## src/rtl/qbus_pkg.sv

```systemverilog
// Shared Qbus DMA definitions: FSM state enum, board register addresses,
// default tenure limit and the round-robin requester pick.
package qbus_pkg;

   typedef enum logic [2:0] {
      IDLE     = 3'd0,
      REQUEST  = 3'd1,
      WAIT_BUS = 3'd2,
      OWNED    = 3'd3,
      RELEASE  = 3'd4
   } dma_state_t;

   // MSCP board registers in the 22-bit I/O page (octal 17772150 / 17772152)
   localparam logic [21:0] QBUS_IR_ADDR = 22'h3F_F468;
   localparam logic [21:0] QBUS_SA_ADDR = 22'h3F_F46A;

   localparam int unsigned QBUS_MAX_XFERS_DEF = 4;

   // Widest requester vector rr_pick handles; callers zero-extend to this.
   localparam int unsigned QBUS_MAX_REQ = 8;

   // First set bit of req at or after ptr, wrapping modulo n (n <= QBUS_MAX_REQ).
   // Returns ptr when nothing is requesting; callers qualify with |req.
   function automatic logic [2:0] rr_pick(input logic [QBUS_MAX_REQ-1:0] req,
                                          input logic [2:0]              ptr,
                                          input int unsigned             n);
      logic [2:0]  pick;
      logic        found;
      int unsigned idx;
      pick  = ptr;
      found = 1'b0;
      for (int unsigned i = 0; i < QBUS_MAX_REQ; i++) begin
         idx = (32'(ptr) + i) % n;
         if (!found && (i < n) && req[3'(idx)]) begin
            pick  = 3'(idx);
            found = 1'b1;
         end
      end
      return pick;
   endfunction

endpackage

```

## src/rtl/qbus_dma_arbiter_if.sv

```systemverilog
// Requester handshake and Qbus DMA lines of the bus-mastership controller.
//   master : the arbiter (drives gnt/status and the BDMR/BSACK/BDMGO gates)
//   slave  : requesters plus the Qbus receivers (req, xfer_*, B*f inputs)
// Qbus inputs (*f) are raw active-low receiver outputs; *g are active-high
// gate drives.
interface qbus_dma_arbiter_if #(
   parameter int unsigned NREQ = 2
);
   logic [NREQ-1:0] req;
   logic [NREQ-1:0] gnt;
   logic            xfer_done;
   logic            xfer_last;
   logic            busy;
   logic            timeout_err;
   logic            abort;
   logic            BDMGIf;
   logic            BSYNCf;
   logic            BRPLYf;
   logic            BINITf;
   logic            BDMRg;
   logic            BSACKg;
   logic            BDMGOg;

   modport master (
      input  req, xfer_done, xfer_last, BDMGIf, BSYNCf, BRPLYf, BINITf,
      output gnt, busy, timeout_err, abort, BDMRg, BSACKg, BDMGOg
   );

   modport slave (
      output req, xfer_done, xfer_last, BDMGIf, BSYNCf, BRPLYf, BINITf,
      input  gnt, busy, timeout_err, abort, BDMRg, BSACKg, BDMGOg
   );
endinterface

```

## src/rtl/qbus_sync.sv

```systemverilog
// Multi-flop synchronizer for asynchronous Qbus receiver outputs.
//   clk_i  : sampling clock
//   rst_i  : synchronous active-high reset, loads RESET_VAL into every stage
//   d_i    : asynchronous input vector
//   q_o    : value after DEPTH flops
module qbus_sync #(
   parameter int unsigned     WIDTH     = 1,
   parameter int unsigned     DEPTH     = 2,
   parameter logic [WIDTH-1:0] RESET_VAL = '0
) (
   input  logic             clk_i,
   input  logic             rst_i,
   input  logic [WIDTH-1:0] d_i,
   output logic [WIDTH-1:0] q_o
);

   logic [DEPTH*WIDTH-1:0] chain_q;

   if (DEPTH > 1) begin : g_multi
      // Stage 0 sits in the low slice; data shifts upward each clock.
      always_ff @(posedge clk_i) begin
         if (rst_i) chain_q <= {DEPTH{RESET_VAL}};
         else       chain_q <= {chain_q[(DEPTH-1)*WIDTH-1:0], d_i};
      end
   end else begin : g_single
      always_ff @(posedge clk_i) begin
         if (rst_i) chain_q <= RESET_VAL;
         else       chain_q <= d_i;
      end
   end

   assign q_o = chain_q[DEPTH*WIDTH-1 -: WIDTH];

endmodule

```

## src/rtl/qbus_dma_arbiter.sv

```systemverilog
// Qbus DMA bus-mastership controller for the MSCP board.
// Round-robin arbitrates the on-board DMA engines, runs the BDMR/BDMGI/BSACK
// acquire/release protocol and passes the grant chain on (BDMGO) when the
// board is not requesting.
//   clock, reset : system clock, synchronous active-high reset
//   bus.req/gnt  : requester handshake; gnt is registered one-hot or zero
//   bus.xfer_*   : owner reports each completed Qbus cycle / last cycle
//   bus.busy, timeout_err, abort : status (pulses are one cycle wide)
//   bus.B*f      : active-low Qbus inputs, synchronized internally
//   bus.B*g      : active-high Qbus gate drives
module qbus_dma_arbiter
   import qbus_pkg::*;
#(
   parameter int unsigned NREQ          = 2,
   parameter int unsigned MAX_XFERS     = QBUS_MAX_XFERS_DEF,
   parameter int unsigned GRANT_TIMEOUT = 1024,
   parameter int unsigned SYNC_STAGES   = 2
) (
   input  logic                clock,
   input  logic                reset,
   qbus_dma_arbiter_if.master  bus
);

   localparam int unsigned RR_W   = (NREQ > 1) ? $clog2(NREQ) : 1;
   localparam int unsigned CNT_W  = (GRANT_TIMEOUT > 1) ? $clog2(GRANT_TIMEOUT) : 1;
   localparam int unsigned XFER_W = (MAX_XFERS > 1) ? $clog2(MAX_XFERS) : 1;

   localparam logic [2:0] ST_IDLE     = IDLE;
   localparam logic [2:0] ST_REQUEST  = REQUEST;
   localparam logic [2:0] ST_WAIT_BUS = WAIT_BUS;
   localparam logic [2:0] ST_OWNED    = OWNED;
   localparam logic [2:0] ST_RELEASE  = RELEASE;

   // Synchronize the active-low Qbus inputs; reset value is "negated".
   logic [3:0] sync_f;
   logic       dmgi_s, sync_s, rply_s, init_s;

   qbus_sync #(
      .WIDTH     (4),
      .DEPTH     (SYNC_STAGES),
      .RESET_VAL (4'hF)
   ) u_sync (
      .clk_i (clock),
      .rst_i (reset),
      .d_i   ({bus.BINITf, bus.BRPLYf, bus.BSYNCf, bus.BDMGIf}),
      .q_o   (sync_f)
   );

   assign {init_s, rply_s, sync_s, dmgi_s} = ~sync_f;

   logic [2:0]        state_q,   state_d;
   logic [CNT_W-1:0]  cnt_q,     cnt_d;
   logic [XFER_W-1:0] xfer_q,    xfer_d;
   logic [RR_W-1:0]   rr_q,      rr_d;
   logic [RR_W-1:0]   winner_q,  winner_d;
   logic [NREQ-1:0]   gnt_q,     gnt_d;
   logic              bdmr_q,    bdmr_d;
   logic              bsack_q,   bsack_d;
   logic              bdmgo_q,   bdmgo_d;
   logic              busy_q,    busy_d;
   logic              timeout_q, timeout_d;
   logic              abort_q,   abort_d;

   logic              req_any;
   logic [RR_W-1:0]   pick;
   logic [RR_W-1:0]   next_ptr;

   assign req_any  = |bus.req;
   assign pick     = RR_W'(rr_pick(QBUS_MAX_REQ'(bus.req), 3'(rr_q), NREQ));
   assign next_ptr = (winner_q == RR_W'(NREQ - 1)) ? '0 : winner_q + RR_W'(1);

   // Next-state and registered-output logic
   always_comb begin
      state_d   = state_q;
      cnt_d     = cnt_q;
      xfer_d    = xfer_q;
      rr_d      = rr_q;
      winner_d  = winner_q;
      gnt_d     = gnt_q;
      bdmr_d    = bdmr_q;
      bsack_d   = bsack_q;
      bdmgo_d   = 1'b0;
      timeout_d = 1'b0;
      abort_d   = 1'b0;

      if (init_s) begin
         // BINIT wins over everything, including a coincident xfer_done.
         state_d = ST_IDLE;
         cnt_d   = '0;
         xfer_d  = '0;
         rr_d    = '0;
         gnt_d   = '0;
         bdmr_d  = 1'b0;
         bsack_d = 1'b0;
         abort_d = (state_q != ST_IDLE);
      end else begin
         case (state_q)
            ST_IDLE: begin
               gnt_d   = '0;
               bdmr_d  = 1'b0;
               bsack_d = 1'b0;
               cnt_d   = '0;
               if (bdmgo_q) begin
                  // A passed grant is held until upstream removes it; never stolen.
                  bdmgo_d = dmgi_s;
               end else if (req_any) begin
                  state_d = ST_REQUEST;
                  bdmr_d  = 1'b1;
               end else begin
                  bdmgo_d = dmgi_s && !bdmr_q;
               end
            end

            ST_REQUEST: begin
               // A grant in the timeout cycle is still honoured.
               if (dmgi_s) begin
                  state_d = ST_WAIT_BUS;
                  bdmr_d  = 1'b0;
                  bsack_d = 1'b1;
               end else if (cnt_q == CNT_W'(GRANT_TIMEOUT - 1)) begin
                  state_d   = ST_IDLE;
                  bdmr_d    = 1'b0;
                  timeout_d = 1'b1;
               end else begin
                  cnt_d = cnt_q + CNT_W'(1);
               end
            end

            ST_WAIT_BUS: begin
               bsack_d = 1'b1;
               bdmr_d  = 1'b0;
               if (!req_any) begin
                  state_d = ST_RELEASE;
               end else if (!sync_s && !rply_s) begin
                  state_d  = ST_OWNED;
                  winner_d = pick;
                  gnt_d    = NREQ'(1) << pick;
                  xfer_d   = '0;
               end
            end

            ST_OWNED: begin
               if (bus.xfer_done) begin
                  if (bus.xfer_last || (xfer_q == XFER_W'(MAX_XFERS - 1))) begin
                     state_d = ST_RELEASE;
                     gnt_d   = '0;
                     xfer_d  = '0;
                     // Pointer only advances after a real tenure.
                     rr_d    = next_ptr;
                  end else begin
                     xfer_d = xfer_q + XFER_W'(1);
                  end
               end
            end

            ST_RELEASE: begin
               gnt_d = '0;
               if (!sync_s) begin
                  state_d = ST_IDLE;
                  bsack_d = 1'b0;
               end
            end

            default: begin
               state_d = ST_IDLE;
               gnt_d   = '0;
               bdmr_d  = 1'b0;
               bsack_d = 1'b0;
            end
         endcase
      end

      busy_d = (state_d != ST_IDLE);
   end

   // State and output registers
   always_ff @(posedge clock) begin
      if (reset) begin
         state_q   <= ST_IDLE;
         cnt_q     <= '0;
         xfer_q    <= '0;
         rr_q      <= '0;
         winner_q  <= '0;
         gnt_q     <= '0;
         bdmr_q    <= 1'b0;
         bsack_q   <= 1'b0;
         bdmgo_q   <= 1'b0;
         busy_q    <= 1'b0;
         timeout_q <= 1'b0;
         abort_q   <= 1'b0;
      end else begin
         state_q   <= state_d;
         cnt_q     <= cnt_d;
         xfer_q    <= xfer_d;
         rr_q      <= rr_d;
         winner_q  <= winner_d;
         gnt_q     <= gnt_d;
         bdmr_q    <= bdmr_d;
         bsack_q   <= bsack_d;
         bdmgo_q   <= bdmgo_d;
         busy_q    <= busy_d;
         timeout_q <= timeout_d;
         abort_q   <= abort_d;
      end
   end

   assign bus.gnt         = gnt_q;
   assign bus.BDMRg       = bdmr_q;
   assign bus.BSACKg      = bsack_q;
   assign bus.BDMGOg      = bdmgo_q;
   assign bus.busy        = busy_q;
   assign bus.timeout_err = timeout_q;
   assign bus.abort       = abort_q;

endmodule

```

## src/flat_wrapper.sv

```systemverilog
// flat-port wrapper written by rule: the top's interface ports become plain ports
module qbus_dma_arbiter_flat import qbus_pkg::*;
#(
   parameter int unsigned NREQ          = 2,
   parameter int unsigned MAX_XFERS     = QBUS_MAX_XFERS_DEF,
   parameter int unsigned GRANT_TIMEOUT = 1024,
   parameter int unsigned SYNC_STAGES   = 2
)
  (clock, reset, bus_req, bus_xfer_done, bus_xfer_last, bus_BDMGIf, bus_BSYNCf, bus_BRPLYf, bus_BINITf, bus_gnt, bus_busy, bus_timeout_err, bus_abort, bus_BDMRg, bus_BSACKg, bus_BDMGOg);
  qbus_dma_arbiter_if #(.NREQ(NREQ)) bus_i ();
  input  logic clock;
  input  logic reset;
  input wire logic [$bits(bus_i.req)-1:0] bus_req;
  input wire logic [$bits(bus_i.xfer_done)-1:0] bus_xfer_done;
  input wire logic [$bits(bus_i.xfer_last)-1:0] bus_xfer_last;
  input wire logic [$bits(bus_i.BDMGIf)-1:0] bus_BDMGIf;
  input wire logic [$bits(bus_i.BSYNCf)-1:0] bus_BSYNCf;
  input wire logic [$bits(bus_i.BRPLYf)-1:0] bus_BRPLYf;
  input wire logic [$bits(bus_i.BINITf)-1:0] bus_BINITf;
  output wire logic [$bits(bus_i.gnt)-1:0] bus_gnt;
  output wire logic [$bits(bus_i.busy)-1:0] bus_busy;
  output wire logic [$bits(bus_i.timeout_err)-1:0] bus_timeout_err;
  output wire logic [$bits(bus_i.abort)-1:0] bus_abort;
  output wire logic [$bits(bus_i.BDMRg)-1:0] bus_BDMRg;
  output wire logic [$bits(bus_i.BSACKg)-1:0] bus_BSACKg;
  output wire logic [$bits(bus_i.BDMGOg)-1:0] bus_BDMGOg;
  assign bus_i.req = bus_req;
  assign bus_i.xfer_done = bus_xfer_done;
  assign bus_i.xfer_last = bus_xfer_last;
  assign bus_i.BDMGIf = bus_BDMGIf;
  assign bus_i.BSYNCf = bus_BSYNCf;
  assign bus_i.BRPLYf = bus_BRPLYf;
  assign bus_i.BINITf = bus_BINITf;
  assign bus_gnt = bus_i.gnt;
  assign bus_busy = bus_i.busy;
  assign bus_timeout_err = bus_i.timeout_err;
  assign bus_abort = bus_i.abort;
  assign bus_BDMRg = bus_i.BDMRg;
  assign bus_BSACKg = bus_i.BSACKg;
  assign bus_BDMGOg = bus_i.BDMGOg;
  qbus_dma_arbiter #(.NREQ(NREQ), .MAX_XFERS(MAX_XFERS), .GRANT_TIMEOUT(GRANT_TIMEOUT), .SYNC_STAGES(SYNC_STAGES)) u_core (.clock(clock), .reset(reset), .bus(bus_i));
endmodule
```

## config.mk

```make
export PLATFORM = sky130hd
export DESIGN_NAME = qbus_dma_arbiter_flat
export DESIGN_NICKNAME = d
export VERILOG_FILES = /design/src/rtl/qbus_pkg.sv /design/src/rtl/qbus_dma_arbiter_if.sv /design/src/rtl/qbus_sync.sv /design/src/rtl/qbus_dma_arbiter.sv /design/src/flat_wrapper.sv
export SDC_FILE = /design/constraint.sdc
export NUM_CORES = 1
export LEC_CHECK = 0
export BUFFER_PORTS_ARGS = -buffer_cell sky130_fd_sc_hd__buf_2
export CORE_UTILIZATION = 56
export DETAILED_ROUTE_END_ITERATION = 12
export HOLD_SLACK_MARGIN = 0.1
export PLACE_DENSITY = 0.77
export SYNTH_ARGS = -nofsm -noshare
export SYNTH_HDL_FRONTEND = slang
export SYNTH_SLANG_ARGS = --single-unit
```

## constraint.sdc

```tcl
create_clock -name clock -period 2.03 [get_ports clock]
set_input_delay 0.1015 -clock clock [delete_from_list [all_inputs] [get_ports clock]]
set_output_delay 0.1015 -clock clock [all_outputs]
set_load 0.02 [all_outputs]
```

# == After elaboration in Yosys (flattened, before gate mapping) ==
# Index checks and enable logic that the tools add are counted.
# word_totals
reg_bits,33
latchBits,0
mem_bits_rw,0
rom_bits,0
input_bits,10
elab_cells,109
memories,0
# op_classes
add_sub_neg,4
multipliers,0
n_div,0
n_lt_le_gt_ge,2
eq_ne,15
n_shift,1
muxes,42
bitwise,6
n_reduce_logical,26
# ops
cell,n
3-bit 2-to-1 mux,10
10-bit 2-to-1 mux,2
10-bit case mux with 2 select lines,1
1-bit 2-to-1 mux,16
2-bit 2-to-1 mux,8
3-bit case mux with 5 select lines,1
10-bit by 1-bit adder with 10-bit output (second input constant),1
10-bit == test (second input constant),1
3-bit AND reduction,3
1-bit by 4-bit less-than comparator with 1-bit output (second input constant),2
2-bit by 1-bit != test with 1-bit output (second input constant),4
2-bit != test (second input constant),4
4-bit AND reduction,2
2-bit OR reduction,4
3-bit by 2-bit == test with 1-bit output (second input constant),2
2-bit case mux with 3 select lines,1
3-bit nonzero test,2
1-bit NOT,5
5-bit AND reduction,1
1-bit logical NOT,4
4-bit NOT,1
1-bit case mux with 4 select lines,1
2-bit case mux with 2 select lines,1
2-bit nonzero test,2
other kinds (14),17

# == Depth between registers and ports, before layout ==
# Gate-level depths: netlist of the first run.
# logic_depth
word_depth,10
depth_mapped,5
mapped_depth_nobuf,5

# == By module ==
# From an unflattened synthesis of the first run, not the netlist that was laid out.
# hier_totals
hier_cells,178
hier_area_um2,1567.8
# modules_own_cells
module,n_inst,cells_each,area_each_um2,seq_area_each_um2
qbus_dma_arbiter,1,158,1327.5,500.5
qbus_sync,1,20,240.2,160.2

# == Worst setup path before layout of the first run ==
# Ideal clock, no wire load.
# synth_path
path_type,register to register
start,register u_core.state_q[0]
end,register u_core.cnt_q[7]
setup_time_ns,0.071
t_arrival_ns,1.399
required_time_ns,1.959
path_slack_ns,0.560
stages_incl_launch_ff,6
synth_period_minus_slack_ns,1.470
path_cell_list,dfxtp_1 > and4bb_1 > buf_4 > nand3_4 > or4_1 > a21oi_1
# synth_via
elab_chain_len,3
elab_cells_between_ends,7
cone_classes,3 x eq/ne; 1 x mux; 3 x reduce/logical
# synth_lines
element,line,rtl
start: declaration,qbus_dma_arbiter.sv:51,"logic [2:0] state_q, state_d;"
start signal: assignment,qbus_dma_arbiter.sv:192,state_q <= state_d;
3-bit by 1-bit == test with 1-bit output or 3-bit logical NOT (tied branches),qbus_dma_arbiter.sv:97,case (state_q)
2-bit != test (no source line) or 2-bit nonzero test (tied branches),-,
3-bit AND reduction (no source line),-,
end signal: assignment,qbus_dma_arbiter.sv:193,cnt_q <= cnt_d;
end: declaration,qbus_dma_arbiter.sv:52,"logic [CNT_W-1:0] cnt_q, cnt_d;"
# Several ways; a longest one is shown, not always the timed one.
# A chain may end at the register's enable or synchronous reset.

# == Worst setup path after layout of the first run ==
# layout_path
start,register u_core.u_sync.chain_q[4]
end,register u_core.cnt_q[7]
# layout_via
elab_chain_len,3
# layout_lines
element,line,rtl
start: declaration,qbus_sync.sv:17,logic [DEPTH*WIDTH-1:0] chain_q;
start signal: assignment,qbus_sync.sv:22,if (rst_i) chain_q <= {DEPTH{RESET_VAL}};
start signal: assignment,qbus_sync.sv:23,"else chain_q <= {chain_q[(DEPTH-1)*WIDTH-1:0], d_i};"
4-bit NOT,qbus_dma_arbiter.sv:49,"assign {init_s, rply_s, sync_s, dmgi_s} = ~sync_f;"
2-bit != test (no source line),-,
3-bit AND reduction (no source line),-,
# No other way between the ends.

==> results.txt, run 1 <==
----------------------------------------------------
[Place]
  Routability-driven placement congestion ratio ... ~0.94
  Placed instance count ... between 200 and 250
  Total cell area at the placement stage ... approximately 1600 µm²
  HPWL reported at the end of detailed placement ... about 2400 µm
  Number of I/O port buffers ... 17

[Synth]
  Library cells used by synthesis ... between 40 and 50
  Post-synthesis cell type with the largest combined area ... dfxtp_1
  Number of storage elements in the synthesis netlist ... 33
  Total standard cell area after synthesis ... between 1000 and 1500 µm²
  Number of warning messages in the yosys log ... 0
  Mapped Avg Cell Area ... between 8 and 9 µm²
  Proportion of synthesized flip-flops having asynchronous set or reset ... 0%
  Sequential-to-total area share from yosys stat ... between 40% and 50%
  Main synth FF type ... dfxtp_1
  Cells after Synth ... around 170
  Largest cells by area after synthesis ... dfxtp_1, a21oi_1, or2_2
  Synthesized Nets ... ~180
  Post-synth EDFFs ... 0
  Area share of the leading cell type in the synthesized netlist ... approximately 45%

[Setup path]
  Max FO, Critical Path ... 8
  Crit path capture type ... register
  Worst Path Class, Setup ... reg -> reg
  Worst reg2reg setup slack ... between 300 and 400 ps
  Cell breakdown of the critical path ... and4bb_1 -> nand3_4 -> or4_1 -> a21oi_1
  Worst Setup Start Kind ... register
  Data arrival at the endpoint of the critical path ... 1980 ps
  Cell with the largest stage delay on the worst path ... or4_1
  Capturing point of the worst reg2reg path ... u_core.cnt_q[7]$_SDFFE_PP0P_
  Launch point of the critical path ... u_core.u_sync.chain_q[4]$_SDFF_PP1_
  Required time of the worst setup path ... approximately 2300 ps
  Critical register-to-register path startpoint ... u_core.u_sync.chain_q[4]$_SDFF_PP1_
  CP max stage delay ... approximately 510 ps
  Number of cells on the worst reg-to-reg path ... 4

[Die]
  Initial Utilization ... 58.9%
  Total Die Area ... ~2800 µm²
  Core Region ... approximately 2500 µm²
  Die Y ... roughly 53 µm
  Total number of placement rows ... 18
  I/O Pins ... 18
  Floorplan die width ... 53.0 µm

[Drt]
  Post-DR vias/cell ... between 5 and 6
  M1 wire length ... 1500 µm
  Routed met3 length ... 142 µm
  Routed WL per cell ... roughly 15 µm
  Number of nets still failing antenna checks after routing ... 0
  Routed vias ... approximately 1,400
  Total wirelength of the detailed-routed design ... around 3500 µm
  Remaining design rule violation count ... 0
  Met2 layer wire length in the routed design ... between 1500 and 2000 µm
  Detailed-router iteration count before antenna repair ... 4
  Top metal layer carrying routed signals ... met4
  Iteration-0 DRC count of the detailed router ... 38

[CTS]
  Gates resized, CTS repair ... 0
  CTS sink cnt ... 33
  Buffer type at the clock tree root ... clkbuf_4
  Post-CTS Setup Inserts ... 0
  Clock slew seen by the registers of the worst setup and hold paths ... about 100 ps
  H-Tree Depth ... 2
  Number of buffers inserted during clock tree synthesis ... 5
  Worst-case clock buffer depth ... 2
  Clock latency at the later pin of the worst-skew pair ... roughly 340 ps
  CTS tree ... built

[STA]
  Fin. Hold Viols ... 0
  Number of setup violations in the final report ... 0
  Final-report max-slew violation count ... 0
  Crit share post-route ... 84.6%
  RSZ-0062 raised after global routing ... false
  Final Skew ... around 11 ps
  Slew at the pin closest to its max-slew limit ... 439 ps
  Highest attainable clock frequency ... around 580 MHz
  Time the worst path needs with I/O delays and setup ... 1720 ps
  Total negative slack ... 0 ps
  Slew Limit Headroom ... between 70 and 80%

[Min path]
  Hold Path Depth ... 4
  Destination of the worst hold path ... u_core.state_q[1]$_SDFF_PP0_
  Hold/Removal Path Class ... in -> reg
  Startpoint of the tightest hold check path ... bus_xfer_done

[Pwr]
  Peak supply drop ... between 0.6 and 0.7 mV
  Design Power ... between 1 and 1.5 mW
  Pleak ... about 0.67 nW
  Power per Cell Area ... 744 nW/µm²

[Global route]
  Antenna violations before repair ... 0
  Gr usage total ... slightly below 30%
  First-pass GRT wire length ... about 5700 µm
  Largest net degree at the start of global routing ... 15
  Congestion Overflow GR ... 0
  Number of global-route vias before repair ... between 1,000 and 1,500

[Finish]
  Number of antenna diodes ... 0
  Layout net count ... 213
  Design Area, Final ... around 1800 µm²
  Final Instance Count excl. Fillers ... ~230
  Layout Area Growth over Synthesis ... 23.1%
  Share of layout cells above drive strength 1 ... 19.8%

[Status]
  Outcome ... complete, no violations

[Flow run]
  Max capacitance violation total ... 0

----------------------------------------------------
## what timing repair did
action	CTS	global route
endpoints found under the setup margin	0	0
hold endpoints to repair	13	0
hold buffers	12	0
## sequential cells by signal, indices dropped and copies added (netlist names)
register / cells
u_core.bus.abort: 1
u_core.u_sync.chain_q: 8
u_core.rr_q: 1
u_core.bus.BDMGOg: 1
u_core.state_q: 3
u_core.bus.BDMRg: 1
u_core.cnt_q: 10
u_core.bus.gnt: 2
u_core.winner_q: 1
u_core.bus.BSACKg: 1
u_core.xfer_q: 2
u_core.bus.busy: 1
u_core.bus.timeout_err: 1
## metrics by stage
step                setup WS [ps]  utilization [%]  hold slack (ps)
CTS                           315             72.5              186
floorplan                     560                -              205
finish                        313             72.5              204
global placement              414             64.2              284
detailed placement            366             64.2              286
global route                  181             72.5              234
## cell usage after synthesis, types with 3 or more instances
library cell and number:
a21oi_1 13, clkbuf_1 3, dfxtp_1 33, inv_1 5, nand2_1 11, nand2b_1 3, nand3_1 9, nor2_1 13
nor2b_1 3, nor3_1 9, o211ai_1 3, o21ai_0 5, o31ai_1 6, or2_2 8, or3_1 3, or4_1 3
## metal layers
metal	vias to the layer above	track usage (%)
li1	681	-
met1	644	31.3
met2	37	49.6
met3	11	9.20
met4	0	14.5
met5	-	0
## area by class of cell
type                            instances  area [µm²]
Sequential cell                        33         661
Clock inverter                          1        30.0
Inverter                                5        18.8
Fill cell                             210         682
Tap cell                               30        37.5
Clock buffer                            7        55.1
Timing Repair Buffer                   34         243
Multi-Input combinational cell        122         751
## cell usage in the layout, fill, tap and decap left out, types with 2 or more instances in the layout
master          n
dfxtp_1        33
buf_2          17
nor2_1         13
a21oi_1        13
dlygate4sd3_1  12
nand2_1        11
nand3_1         9
nor3_1          9
or2_2           8
o31ai_1         6
o21ai_0         5
inv_1           5
clkbuf_4        5
buf_4           5
or3_1           3
nor2b_1         3
nand2b_1        3
o211ai_1        3
or4_1           3
nand4_1         2
a31oi_1         2
o21a_1          2
o41ai_1         2
and4_1          2
and3_1          2
a211oi_1        2
ha_1            2
## cell families after synthesis
logic type               share of synthesized area [%]
AO/OA/AOI/OAI                                     20.2
adder cells (fa/ha/maj)                           2.40
buffers and inverters                             3.26
AND/OR/NAND/NOR                                   28.8
flip-flops                                        45.3
## worst max path at each step
stage                     slack, ps  depth (start not counted)                           end
after floorplan                 560                          5  u_core.cnt_q[7]$_SDFFE_PP0P_
after global placement          410                          4  u_core.cnt_q[7]$_SDFFE_PP0P_
after detailed placement        370                          4  u_core.cnt_q[7]$_SDFFE_PP0P_
after CTS                       320                          4  u_core.cnt_q[7]$_SDFFE_PP0P_
after global routing            180                          4  u_core.cnt_q[7]$_SDFFE_PP0P_
final                           310                          4  u_core.cnt_q[7]$_SDFFE_PP0P_
## report_power, final
part           switching (mW)  internal [mW]  total [mW]
combinational          0.0833         0.0617       0.145
clock                   0.221          0.294       0.515
sequential            0.00982          0.665       0.675
## critical path: cells and delay by family (launching register included)
family / cells / cell delay (ps)
AO/OA/AOI/OAI: 1 / 160
AND/OR/NAND/NOR: 3 / 1080
flip-flops: 1 / 400
No activity file was read; power rests on OpenSTA's default activity.
==> run 2, diff against run 1 <==
- CORE_UTILIZATION: 56 -> 50
- PLACE_DENSITY: 0.77 -> 0.73
- clock period: 2.03 -> 1.5 ns (I/O delays scaled with it)
==> run 2 against run 1 <==
  * Fmax increased by 15%
  * Utilization decreased by 2.6 points
  * First-iteration DRC count is 110% higher
  * Clock skew down 4.6 ps
  * Sequential share of layout area down 2.4 points
  * Register-to-register slack worse by 300 ps
  * Total power up 23%
  * Global-route usage decreased by 5.1 points
  * Clock power fell by 2%
  * Setup slack got worse by 300 ps
  * Highest routed layer unchanged
  * Final cell count up 5.6%
  * Non-clock buffer count rose by 12
==> results.txt, run 2 (same netlist as run 1, synthesis figures left out) <==
----------------------------------------------------
[Finish]
  Share of layout cells above drive strength 1 ... 31.8%
  Layout Area Growth over Synthesis ... 32.1%
  Layout net count ... between 200 and 250
  Register name with the most flops ... u_core.cnt_q
  Most common cell after layout, fill and taps aside ... dfxtp_1
  Top library cells by usage in the layout, fill and taps aside ... dfxtp_1, buf_2, buf_4
  Flip-flop count of the largest register after layout ... 10
  Sequential cell area in the final layout ... 662 µm²
  Count of fill cells added during filler insertion ... 220
  Final Instance Count excl. Fillers ... about 250
  Core Util, Final ... roughly 70%
  Top flop regs ... u_core.cnt_q x10, u_core.u_sync.chain_q x8, u_core.state_q x3
  Area occupied by multi-input gates ... roughly 810 µm²
  Number of antenna diodes ... 0

[STA]
  Final Skew ... 6.04 ps
  Slew Limit Headroom ... 78.6%
  Crit share post-route ... a little under 100%
  RSZ-0062 raised after global routing ... true
  Total negative slack ... 0 ps
  Final-report max-slew violation count ... 0
  Highest attainable clock frequency ... approximately 670 MHz
  Time the worst path needs with I/O delays and setup ... about 1500 ps
  Fin. Hold Viols ... 0
  Slew at the pin closest to its max-slew limit ... 318 ps
  Number of setup violations in the final report ... 0

[Global route]
  Number of global-route vias before repair ... around 1,300
  Largest net degree at the start of global routing ... 15
  Antenna violations before repair ... 0
  Gr usage total ... roughly a quarter
  First-pass GRT wire length ... around 5700 µm
  Congestion Overflow GR ... 0

[Min path]
  Hold/Removal Path Class ... in -> reg

[Place]
  HPWL reported at the end of detailed placement ... approximately 2400 µm
  Placed instance count ... between 200 and 250
  Routability-driven placement congestion ratio ... between 0.8 and 0.9
  Number of I/O port buffers ... 17

[Pwr]
  Pleak ... 0.722 nW
  Peak supply drop ... between 0.8 and 0.9 mV
  Design Power ... approximately 1.6 mW
  Power per Cell Area ... around 850 nW/µm²

[Die]
  Die Y ... about 56 µm
  Total Die Area ... ~3100 µm²
  Floorplan die width ... 56.0 µm
  Core Region ... roughly 2800 µm²
  Total number of placement rows ... 19
  Initial Utilization ... about 53%
  I/O Pins ... 18

[Drt]
  Routed WL per cell ... between 10 and 15 µm
  Total wirelength of the detailed-routed design ... approximately 3500 µm
  Remaining design rule violation count ... 0
  Number of nets still failing antenna checks after routing ... 0
  Detailed-router iteration count before antenna repair ... 5
  Post-DR vias/cell ... a little under 6
  Iteration-0 DRC count of the detailed router ... 80
  Routed vias ... approximately 1,400

[Setup path]
  Worst reg2reg setup slack ... between 9 and 10 ps
  Required time of the worst setup path ... 1790 ps
  Max FO, Critical Path ... 5
  Worst Path Class, Setup ... reg -> reg
  Data arrival at the endpoint of the critical path ... roughly 1800 ps
  Worst Setup Start Kind ... register
  Crit path capture type ... register

[CTS]
  Worst-case clock buffer depth ... 2
  CTS sink cnt ... 33
  Clock latency at the later pin of the worst-skew pair ... between 300 and 400 ps
  Buffer type at the clock tree root ... clkbuf_4
  H-Tree Depth ... 2
  CTS tree ... built
  Clock slew seen by the registers of the worst setup and hold paths ... about 110 ps
  Number of buffers inserted during clock tree synthesis ... 5
  Post-CTS Setup Inserts ... 0

[Flow run]
  Max capacitance violation total ... 0

[Status]
  Outcome ... complete, no violations

----------------------------------------------------
-- run 2: cell type report --
| type | instances | area share, % |
|---|---|---|
| multi-input combinational | 122 | 42.1 |
| inverter | 5 | 0.974 |
| timing repair buffer | 46 | 17.7 |
| sequential | 33 | 34.4 |
| clock inverter | 3 | 0.909 |
| clock buffer | 5 | 1.95 |
| tap | 31 | 2.01 |
-- run 2: what timing repair did --
item                       CTS  global route
setup endpoints to repair    4            15
hold buffers                12             0
hold endpoints to repair    13             0
resized for setup            1            18
pin swaps                    4             7
-- run 2: metal layers --
metal | vias to the layer above | wire, µm | track usage (%)
li1 | 712 | - | -
met1 | 669 | 1440 | 26.7
met2 | 31 | 1830 | 41.5
met3 | 10 | 162 | 7.21
met4 | 0 | 70 | 9.41
met5 | - | 0 | 0
-- run 2: where the power goes --
group	leakage, nW	internal [mW]	total, mW	switching [mW]
Clock	0.0310	0.176	0.507	0.330
Sequential	0.269	0.901	0.916	0.0155
Combinational	0.422	0.103	0.224	0.122
-- run 2: metrics by stage --
step | setup slack, ps | instance area (µm²) | hold WS (ps)
after global placement | -8.36 | 1680 | 258
after CTS | -13.0 | 1860 | 163
after global routing | -22.1 | 1930 | 203
final | 9.73 | 1930 | 195
after detailed placement | -40.7 | 1680 | 261
after floorplan | 30.0 | 1460 | 179
-- run 2: critical path, stage by stage, from the launching register on --
cell and delay [ps]:
dfxtp_2 340, and4bb_4 370, nand3_4 100, or4_4 500, a21oi_2 120
-- run 2: path summary, 6_finish.rpt --
check / cells past startpoint / end / startpoint
min reg2reg: 1 / u_core.u_sync.chain_q[5]$_SDFF_PP1_ / u_core.u_sync.chain_q[1]$_SDFF_PP1_
max reg2reg: 4 / u_core.cnt_q[5]$_SDFFE_PP0P_ / u_core.state_q[1]$_SDFF_PP0_
min: 3 / u_core.bus.gnt[0]$_SDFFE_PP0P_ / bus_req[1]
max: 4 / u_core.cnt_q[5]$_SDFFE_PP0P_ / u_core.state_q[1]$_SDFF_PP0_
==> run 3, diff against run 2 <==
- CORE_UTILIZATION: 50 -> 45
- PLACE_DENSITY: 0.73 -> 0.67
==> run 3 against run 2 <==
  * First-iteration DRC count decreased by 43%
  * Sequential power about the same
  * Setup slack improved by 32 ps
  * Cell area increased by 3.7%
  * Worst hold slack improved by 17 ps
  * Register-to-register slack improved by 30 ps
  * Clock skew increased by 5.9 ps
  * Via count decreased by 2.0%
  * Non-clock buffer count unchanged
  * Utilization decreased by 4.4 points
  * Critical path depth unchanged
  * Flip-flop and latch count unchanged
  * Largest cell class unchanged
  * Highest routed layer unchanged
==> results.txt, run 3 (same netlist as run 1, synthesis figures left out) <==
----------------------------------------------------
[Pwr]
  Peak supply drop ... about 0.62 mV
  Sequential fraction of design power ... between 50% and 60%
  Pleak ... about 0.74 nW
  Design internal power ... 1.35 mW
  Power per Cell Area ... between 900 and 1000 nW/µm²
  Design Power ... about 1.8 mW
  Proportion of power drawn by the clock network ... approximately 37%
  Switching pwr ... between 400 and 500 µW
  Fraction of power consumed by combinational cells ... around an eighth
  Net switching share of the total power ... about 25%

[Global route]
  First-pass GRT wire length ... about 5700 µm
  Congestion Overflow GR ... 0
  Largest net degree at the start of global routing ... 15
  Antenna violations before repair ... 0
  Gr usage total ... ~22%
  Number of global-route vias before repair ... around 1,300

[STA]
  Fin. Hold Viols ... 0
  Slew at the pin closest to its max-slew limit ... around 300 ps
  Time the worst path needs with I/O delays and setup ... 1460 ps
  Crit share post-route ... 97.2%
  Slew Limit Headroom ... between 70 and 80%
  Final Skew ... 11.9 ps
  Number of setup violations in the final report ... 0
  Highest attainable clock frequency ... around 690 MHz
  RSZ-0062 raised after global routing ... true
  Final-report max-slew violation count ... 0

[Die]
  Total number of placement rows ... 20
  Total Die Area ... between 3000 and 4000 µm²
  Die Y ... about 60 µm
  Initial Utilization ... between 40% and 50%
  Floorplan die width ... between 50 and 60 µm
  I/O Pins ... 18
  Core Region ... slightly above 3000 µm²

[Setup path]
  Worst Path Class, Setup ... reg -> reg
  Required time of the worst setup path ... about 1800 ps
  Max FO, Critical Path ... 4
  Worst Setup Start Kind ... register
  Crit path capture type ... register
  Data arrival at the endpoint of the critical path ... 1730 ps
  Cell with the largest stage delay on the worst path ... or4_4
  CP max stage delay ... 440 ps
  Cell breakdown of the critical path ... and4bb_2 -> nand4_1 -> or4_4 -> a21oi_2

[Place]
  Number of I/O port buffers ... 17
  HPWL reported at the end of detailed placement ... 2470 µm
  Routability-driven placement congestion ratio ... around 0.90
  Total cell area at the placement stage ... 1700 µm²

[Finish]
  Most common cell after layout, fill and taps aside ... dfxtp_1
  Design Area, Final ... between 1500 and 2000 µm²
  Top library cells by usage in the layout, fill and taps aside ... dfxtp_1, buf_2, buf_4
  Count of fill cells added during filler insertion ... 264
  Layout net count ... between 200 and 250
  Layout Area Growth over Synthesis ... 37.0%
  Share of layout cells above drive strength 1 ... approximately 36%
  Top flop regs ... u_core.cnt_q x10, u_core.u_sync.chain_q x8, u_core.state_q x3
  Flip-flop count of the largest register after layout ... 10
  Number of antenna diodes ... 0
  Register name with the most flops ... u_core.cnt_q

[CTS]
  Buffer type at the clock tree root ... clkbuf_4
  Clock slew seen by the registers of the worst setup and hold paths ... about 110 ps
  Clock latency at the later pin of the worst-skew pair ... 330 ps
  Number of buffers inserted during clock tree synthesis ... 5
  Worst-case clock buffer depth ... 2
  CTS sink cnt ... 33
  H-Tree Depth ... 2
  CTS tree ... built

[Drt]
  Total wirelength of the detailed-routed design ... roughly 3600 µm
  Post-DR vias/cell ... around 5.4
  Detailed-router iteration count before antenna repair ... 4
  Number of nets still failing antenna checks after routing ... 0
  Iteration-0 DRC count of the detailed router ... 46
  Routed WL per cell ... 13.8 µm
  Remaining design rule violation count ... 0
  Routed vias ... roughly 1,400

[Min path]
  Hold/Removal Path Class ... in -> reg

[Flow run]
  Max capacitance violation total ... 0

[Status]
  Outcome ... complete, no violations

----------------------------------------------------
-- run 3: changes by cell type in the layout (fill, tap and decap cells not counted), moves of 2 or more --
cell,delta
dfxtp_1,-4
nor2_2,+2
clkinv_2,-2
buf_4,+2
dfxtp_2,+4
buf_6,-2
nor2_1,-2
-- run 3: final cells by class --
class	count	area, µm²	area share, %
Multi-Input combinational cell	122	841	42.1
Sequential cell	33	667	33.4
Timing Repair Buffer	46	333	16.7
Tap cell	44	55.1	2.76
Clock inverter	3	46.3	2.32
Clock buffer	5	37.5	1.88
Inverter	5	18.8	0.939
-- run 3: path summary, 6_finish.rpt --
| check | startpoint | to | slack [ps] | cells after the start |
|---|---|---|---|---|
| hold reg to reg | u_core.u_sync.chain_q[2]$_SDFF_PP1_ | u_core.u_sync.chain_q[6]$_SDFF_PP1_ | 420 | 1 |
| hold / removal | bus_req[0] | u_core.bus.gnt[0]$_SDFFE_PP0P_ | 210 | 4 |
| setup reg to reg | u_core.state_q[1]$_SDFF_PP0_ | u_core.cnt_q[6]$_SDFFE_PP0P_ | 40 | 4 |
| setup / recovery | u_core.state_q[1]$_SDFF_PP0_ | u_core.cnt_q[6]$_SDFFE_PP0P_ | 40 | 4 |
-- run 3: per-layer routing --
layer  part of all wire, %  global-route usage, %  up-vias
met5                     0                      0        -
met4                  0.48                   8.50        0
met3                   4.5                   6.37        2
met2                    51                   37.7       32
met1                    44                   26.4      652
li1                      -                      -      707
-- run 3: metrics by stage --
stage | setup WS (ps) | utilization (%) | hold WS [ps] | instances | TNS, ps
5_1_grt | -8.65 | 65.5 | 215 | 258 | -15.3
3_3_place_gp | 51.3 | 55.6 | 257 | 238 | 0
6_report | 41.3 | 65.5 | 212 | 258 | 0
2_1_floorplan | 30.0 | - | 179 | 166 | 0
3_5_place_dp | 18.6 | 55.6 | 261 | 238 | 0
4_1_cts | 8.27 | 62.3 | 186 | 258 | 0
-- run 3: repair_timing --
item | in CTS | in global routing
hold buffers | 12 | 0
endpoints found under the hold margin | 13 | 0
setup endpoints to repair | 1 | 18
pin swaps | 0 | 6
resized for setup | 1 | 26
buffers inserted | 0 | 0
-- run 3: critical path, delay by kind of cell (launching register included) --
kind | cells | cell delay, ps
AOI/OAI and AO/OA | 1 | 120
DFF | 1 | 340
and+or+nand+nor | 3 | 930
-- run 3: power groups by stage --
| stage | combinational (mW) | sequential (mW) | clock [mW] |
|---|---|---|---|
| after floorplan | 0.105 | 0.942 | 0 |
| after global placement | 0.174 | 0.933 | 0 |
| after detailed placement | 0.178 | 0.933 | 0 |
| after CTS | 0.203 | 0.914 | 0.693 |
| after global routing | 0.239 | 0.919 | 0.732 |
| final | 0.221 | 0.916 | 0.679 |
